$ cat config.mk
export PLATFORM = sky130hd
export DESIGN_NAME = cpu_run_ctrl_flat
export DESIGN_NICKNAME = d
export VERILOG_FILES = /design/src/rtl/cpu_run_ctrl_if.sv /design/src/rtl/cpu_run_ctrl.sv /design/src/flat_wrapper.sv
export SDC_FILE = /design/constraint.sdc
export NUM_CORES = 1
export LEC_CHECK = 0
export ABC_AREA = 1
export CAP_MARGIN = 20
export CORE_MARGIN = 5
export CORE_UTILIZATION = 54
export DETAILED_ROUTE_END_ITERATION = 10
export MAX_ROUTING_LAYER = met4
export PLACE_DENSITY_LB_ADDON = 0.1
export SYNTH_ARGS = -nofsm -noshare
export SYNTH_HDL_FRONTEND = slang
export SYNTH_SLANG_ARGS = --single-unit
$ cat constraint.sdc
create_clock -name clk -period 1.9 [get_ports clk]
set_input_delay 0.475 -clock clk [delete_from_list [all_inputs] [get_ports clk]]
set_output_delay 0.475 -clock clk [all_outputs]
set_load 0.005 [all_outputs]
$ cat src/rtl/cpu_run_ctrl_if.sv
// ---------------------------------------------------------------------------
// cpu_run_ctrl_if
//   Groups the run-control handshake between a host/test harness and the
//   cpu_run_ctrl block.
//
//   Signals
//     start      host -> ctrl : request a new run (honoured in IDLE/DONE)
//     halt       host -> ctrl : CPU end-of-program indication
//     step_mode  host -> ctrl : 1 = CPU advances only on step
//     step       host -> ctrl : level-sampled single-cycle advance request
//     cpu_reset  ctrl -> host : reset to the CPU
//     cpu_en     ctrl -> host : clock enable to the CPU (combinational)
//     cycles     ctrl -> host : enabled cycles in the current/last run
//     done       ctrl -> host : run finished
//     timeout    ctrl -> host : run ended on budget exhaustion, not halt
//
//   Modports
//     master : host side (drives requests, observes status)
//     slave  : cpu_run_ctrl side
// ---------------------------------------------------------------------------
interface cpu_run_ctrl_if #(
    parameter int CNT_W = 16
);
    logic             start;
    logic             halt;
    logic             step_mode;
    logic             step;
    logic             cpu_reset;
    logic             cpu_en;
    logic [CNT_W-1:0] cycles;
    logic             done;
    logic             timeout;

    modport master (
        output start, halt, step_mode, step,
        input  cpu_reset, cpu_en, cycles, done, timeout
    );

    modport slave (
        input  start, halt, step_mode, step,
        output cpu_reset, cpu_en, cycles, done, timeout
    );
endinterface

$ cat src/rtl/cpu_run_ctrl.sv
// ---------------------------------------------------------------------------
// cpu_run_ctrl
//   Run controller for a CPU under test. On start it holds the CPU in reset
//   for RST_CYCLES cycles, then clock-enables it until either the CPU raises
//   halt or the enabled-cycle budget MAX_CYCLES is used up (0 = no budget).
//   Optional single-step mode gates the enable with a level-sampled step.
//
//   Parameters
//     CNT_W       cycle counter width (counter saturates, never wraps)
//     RST_CYCLES  cycles cpu_reset is held after start (1..255)
//     MAX_CYCLES  enabled-cycle budget, 0 = unlimited
//
//   Ports
//     clk    rising-edge clock
//     reset  synchronous, active-high
//     bus    cpu_run_ctrl_if.slave (start/halt/step_mode/step in,
//            cpu_reset/cpu_en/cycles/done/timeout out)
// ---------------------------------------------------------------------------
module cpu_run_ctrl #(
    parameter int CNT_W      = 16,
    parameter int RST_CYCLES = 2,
    parameter int MAX_CYCLES = 50
) (
    input  logic           clk,
    input  logic           reset,
    cpu_run_ctrl_if.slave  bus
);

    typedef enum logic [1:0] {
        IDLE = 2'd0,
        RST  = 2'd1,
        RUN  = 2'd2,
        DONE = 2'd3
    } state_t;

    localparam logic [CNT_W-1:0] CNT_SAT     = '1;
    localparam bit               HAS_BUDGET  = (MAX_CYCLES != 0);
    // Value of cycles during the final budgeted enabled cycle.
    localparam logic [CNT_W-1:0] BUDGET_LAST =
        CNT_W'((MAX_CYCLES == 0) ? 0 : MAX_CYCLES - 1);
    // The down-counter is loaded on the start edge, so the RST state lasts
    // RST_CYCLES cycles when it runs from RST_CYCLES-1 down to 0.
    localparam logic [7:0]       RST_LOAD    = 8'(RST_CYCLES - 1);

    state_t           state, state_nx;
    logic [7:0]       rst_cnt, rst_cnt_nx;
    logic [CNT_W-1:0] cycles_q, cycles_nx;
    logic             timeout_q, timeout_nx;
    logic             cpu_en;

    // ------------------------------------------------------------------
    // State and datapath registers
    // ------------------------------------------------------------------
    always_ff @(posedge clk) begin
        if (reset) begin
            state     <= IDLE;
            rst_cnt   <= '0;
            cycles_q  <= '0;
            timeout_q <= 1'b0;
        end else begin
            state     <= state_nx;
            rst_cnt   <= rst_cnt_nx;
            cycles_q  <= cycles_nx;
            timeout_q <= timeout_nx;
        end
    end

    // ------------------------------------------------------------------
    // Next-state and enable logic
    // ------------------------------------------------------------------
    always_comb begin
        state_nx   = state;
        rst_cnt_nx = rst_cnt;
        cycles_nx  = cycles_q;
        timeout_nx = timeout_q;

        // Combinational so step_mode/step/halt act in the same cycle.
        cpu_en = (state == RUN) && !bus.halt && (!bus.step_mode || bus.step);

        case (state)
            IDLE, DONE: begin
                if (bus.start) begin
                    state_nx   = RST;
                    rst_cnt_nx = RST_LOAD;
                    cycles_nx  = '0;
                    timeout_nx = 1'b0;
                end
            end

            RST: begin
                if (rst_cnt == 8'd0) begin
                    state_nx = RUN;
                end else begin
                    rst_cnt_nx = rst_cnt - 8'd1;
                end
            end

            RUN: begin
                // halt beats the budget: cpu_en is already low, so the
                // count is not advanced and timeout stays clear.
                if (bus.halt) begin
                    state_nx = DONE;
                end else if (cpu_en) begin
                    if (cycles_q != CNT_SAT) begin
                        cycles_nx = cycles_q + 1'b1;
                    end
                    if (HAS_BUDGET && (cycles_q == BUDGET_LAST)) begin
                        state_nx   = DONE;
                        timeout_nx = 1'b1;
                    end
                end
            end

            default: state_nx = IDLE;
        endcase
    end

    // ------------------------------------------------------------------
    // Outputs
    // ------------------------------------------------------------------
    // reset is folded in so the CPU sits in reset from power-up, before
    // the first clock edge has forced the FSM to IDLE.
    assign bus.cpu_reset = reset || (state == IDLE) || (state == RST);
    assign bus.cpu_en    = cpu_en;
    assign bus.cycles    = cycles_q;
    assign bus.done      = (state == DONE);
    assign bus.timeout   = timeout_q;

endmodule

$ cat src/flat_wrapper.sv
// flat-port wrapper written by rule: the top's interface ports become plain ports
module cpu_run_ctrl_flat 
#(
    parameter int CNT_W      = 16,
    parameter int RST_CYCLES = 2,
    parameter int MAX_CYCLES = 50
)
  (clk, reset, bus_start, bus_halt, bus_step_mode, bus_step, bus_cpu_reset, bus_cpu_en, bus_cycles, bus_done, bus_timeout);
  cpu_run_ctrl_if #(.CNT_W(CNT_W)) bus_i ();
  input  logic clk;
  input  logic reset;
  input wire logic [$bits(bus_i.start)-1:0] bus_start;
  input wire logic [$bits(bus_i.halt)-1:0] bus_halt;
  input wire logic [$bits(bus_i.step_mode)-1:0] bus_step_mode;
  input wire logic [$bits(bus_i.step)-1:0] bus_step;
  output wire logic [$bits(bus_i.cpu_reset)-1:0] bus_cpu_reset;
  output wire logic [$bits(bus_i.cpu_en)-1:0] bus_cpu_en;
  output wire logic [$bits(bus_i.cycles)-1:0] bus_cycles;
  output wire logic [$bits(bus_i.done)-1:0] bus_done;
  output wire logic [$bits(bus_i.timeout)-1:0] bus_timeout;
  assign bus_i.start = bus_start;
  assign bus_i.halt = bus_halt;
  assign bus_i.step_mode = bus_step_mode;
  assign bus_i.step = bus_step;
  assign bus_cpu_reset = bus_i.cpu_reset;
  assign bus_cpu_en = bus_i.cpu_en;
  assign bus_cycles = bus_i.cycles;
  assign bus_done = bus_i.done;
  assign bus_timeout = bus_i.timeout;
  cpu_run_ctrl #(.CNT_W(CNT_W), .RST_CYCLES(RST_CYCLES), .MAX_CYCLES(MAX_CYCLES)) u_core (.clk(clk), .reset(reset), .bus(bus_i));
endmodule
==> out/qor.csv <==
stage,metric,value,unit
outcome,run_status,completed,
yosys,synth.area.top_cells,"dfxtp_1 30%, nand2_1 15%, nor2_1 11%",
route,detail_route.wirelength,4310,microns
clock_network,cts_num_sinks,27,
yosys,netlist.area_leader.share,0.299,
timing,setup_viol,0,
setup_path,worstPathRequired,1.42,ns
setup_path,worstSetupPathType,reg2out,
setup_path,critPathArrivalTime,1.36,ns
route,wl_per_cell,11.7,microns
timing,maxSlewViolCount,0,
clock_network,clock_transition_at_path_regs,0.16,ns
die,rows,21,
setup_path,startpoint_type,flip-flop,
setup_path,cp_slowest_stage_delay,0.55,ns
flow_run,maxCapViolations,0,
layout,antenna_cells,0,
yosys,syn_nets,298,
clock_network,clock_tree.htree_level_count,1,
layout,mostFrequentLayoutCells,"72 x nand2_1, 52 x nor2_1, 29 x inv_1",
yosys,synthDistinctLibCells,31,
grt,first_global_vias,1664,
timing,fmax,544,MHz
setup_path,critical_path.slowest_cell,clkdlybuf4s50_1,
layout,design.final.nets,338,
setup_path,crit_fanout,7,
setup_path,r2r.worst_path.cells,10,
worst_hold_path,hold_path_class,reg2reg,
route,topRoutingLayerUsed,met4,
route,first_iter_violations,157,
clock_network,clockRootBuffer,clkbuf_4,
layout,fillCellCount,295,
timing,period_share,0.968,
setup_path,critPathTopFamily,buffers and inverters,
route,drt_first_pass_iters,4,
clock_network,numCtsBuffers,3,
die,die-height,67.9,microns
layout,final_core_utilization,0.690,
die,io_pins,26,
timing,hold_viol,0,
worst_hold_path,worst_hold_startpoint,u_core.bus.timeout$_SDFFE_PP0P_,
power,p_leak,0.000949,uW
setup_path,cp-end-kind,output pin,
yosys,syn_avg_cell_area,6.37,sq um
grt,global_route.overflow_total,0,
grt,grt_antenna_before_repair,0,
timing,finalWorstPathRequiredPeriod,1.84,ns
route,drt-vias-per-instance,5.00,
timing,headroom_to_the_max_slew_limit,0.828,
yosys,synth_sequential_area_ratio,0.299,
power,worst_ir_drop_vdd,0.000733,V
die,design.die.area,4600,sq um
layout,most_frequent_standard_cell_in_the_layout_excluding_fill_and_tap_cells,nand2_1,
yosys,synth_top_area_cell,dfxtp_1,
die,fp.dieW,67.9,microns
timing,setup-tns-final,0,ns
clock_network,clk_path_buf_depth,2,
placement,dp_slack,-0.216,ns
yosys,syn_area,1810,sq um
grt,grt_use_total,0.208,
grt,grt_first_pass_wirelength,7210,microns
placement,place.gp.congestion,0.954,
clock_network,clock_latency,0.34,ns
setup_path,worstPathCellList,clkdlybuf4s50_1,
setup_path,critical_path.reg2reg.endpoint,u_core.bus.cycles[14]$_SDFFE_PP0P_,
power,power-per-cell-area,1020,nW/um^2
clock_network,hold_buffers,0,
yosys,yosys_warnings,0,
placement,dpl_cells,364,
timing,worst_pin_slew,0.256,ns
clock_network,tritoncts,done,
timing,finalWorstSetupSlack,0.0611,ns
setup_path,reg2reg_slack,0.08,ns
route,detail_route.drc_violations,0,
worst_hold_path,hold-path-endpoint,u_core.bus.timeout$_SDFFE_PP0P_,
route,met2RoutedLength,2120,microns
worst_hold_path,min_path_cells,2,
layout,area_delta_synth_final,25.3,%
placement,place_hpwl,3210,microns
setup_path,timing.critical_path.buf_inv,1,
route,detail_route.wirelength.met1,1910,microns
route,num_vias,1846,
setup_path,startpoint_of_the_worst_register_to_register_path,u_core.state[1]$_SDFFE_PP0P_,
route,drtAntennaViolNets,0,
die,initial_standard_cell_utilization_of_the_core,0.550,
route,met3_wl,166,microns
yosys,postSynthCellCount,284,
timing,clock-skew-final,0.0175,ns
placement,io_buffer_count,25,
timing,rsz_0062_raised_after_global_routing,yes,
yosys,synth.ff_latch_count,27,
layout,stdcell_count,369,
layout,final_layout_size_suffix_gt1_frac,0.139,
grt,grt_max_degree,17,
die,core_area,3280,sq um
[kinds of logic after synthesis]
logic type / synth area share
AO/OA/AOI/OAI: 0.0997
XOR/XNOR: 0.0436
adder cells (fa/ha/maj): 0.0554
buffers and inverters: 0.105
flip-flops: 0.299
AND/OR/NAND/NOR: 0.397
[layer usage]
| metal | global-route usage | vias up |
|---|---|---|
| li1 | - | 978 |
| met1 | 0.255 | 816 |
| met2 | 0.350 | 39 |
| met3 | 0.0213 | 13 |
| met4 | 0.0844 | 0 |
| met5 | - | - |
[per-stage QoR]
step	area, sq um	hold slack [ns]	total power [uW]
4_1_cts	2260	0.462	2320
3_3_place_gp	2180	0.444	1950
3_5_place_dp	2180	0.442	1960
2_1_floorplan	1810	0.442	1630
5_1_grt	2260	0.490	2520
6_report	2260	0.459	2320
[cell usage after synthesis]
master and n:
buf_6 3, inv_1 30, clkbuf_8 1, nor2_1 53, a21oi_1 20, nand3_1 22, inv_2 1, o21bai_1 1
nor3_1 1, xor2_1 8, clkbuf_1 2, nand3_4 1, buf_4 1, nand2_2 4, nor2_2 1, buf_2 1
ha_1 8, o21a_1 1, inv_4 1, a31oi_1 1, o21ai_1 3, or2_2 2, dfxtp_1 27, nand3b_1 1
nand3_2 1, nand2_1 72, xnor2_1 1, nor2_4 1, o2111ai_1 1, nand4_1 7, o21ai_0 7
[area by class of cell]
class | count | area [sq um] | area share
Multi-Input combinational cell | 217 | 1110 | 0.491
Tap cell | 46 | 57.6 | 0.0254
Inverter | 32 | 125 | 0.0552
Timing Repair Buffer | 43 | 390 | 0.172
Clock buffer | 4 | 26.3 | 0.0116
Sequential cell | 27 | 553 | 0.244
[worst max-delay path by stage]
stage	start	to	slack (ns)	cells after the start
6_report	u_core.bus.cycles[8]$_SDFFE_PP0P_	bus_cycles[8]	0.06	1
3_5_place_dp	bus_halt	bus_cpu_en	-0.22	5
3_3_place_gp	bus_halt	bus_cpu_en	-0.20	5
2_1_floorplan	u_core.state[0]$_SDFFE_PP0P_	u_core.bus.cycles[3]$_SDFFE_PP0P_	0.18	9
5_1_grt	u_core.state[1]$_SDFFE_PP0P_	u_core.bus.cycles[14]$_SDFFE_PP0P_	-0.02	10
4_1_cts	u_core.bus.cycles[7]$_SDFFE_PP0P_	bus_cycles[7]	0.02	1
[power breakdown]
group	switching, uW	internal (uW)
Combinational	764	568
Clock	177	82.5
Sequential	73.6	651
Total	1020	1300
[repair_timing]
item	CTS	global route
setup buffers	1	0
resized for setup	15	10
endpoints found under the setup margin	3	16
hold endpoints to repair	0	0
[registers in the layout, indices dropped and copies added, names as in the netlist]
register,cells
u_core.state,2
u_core.rst_cnt,8
u_core.bus.timeout,1
u_core.bus.cycles,16
Note: power is estimated with default switching activity, not from simulation.
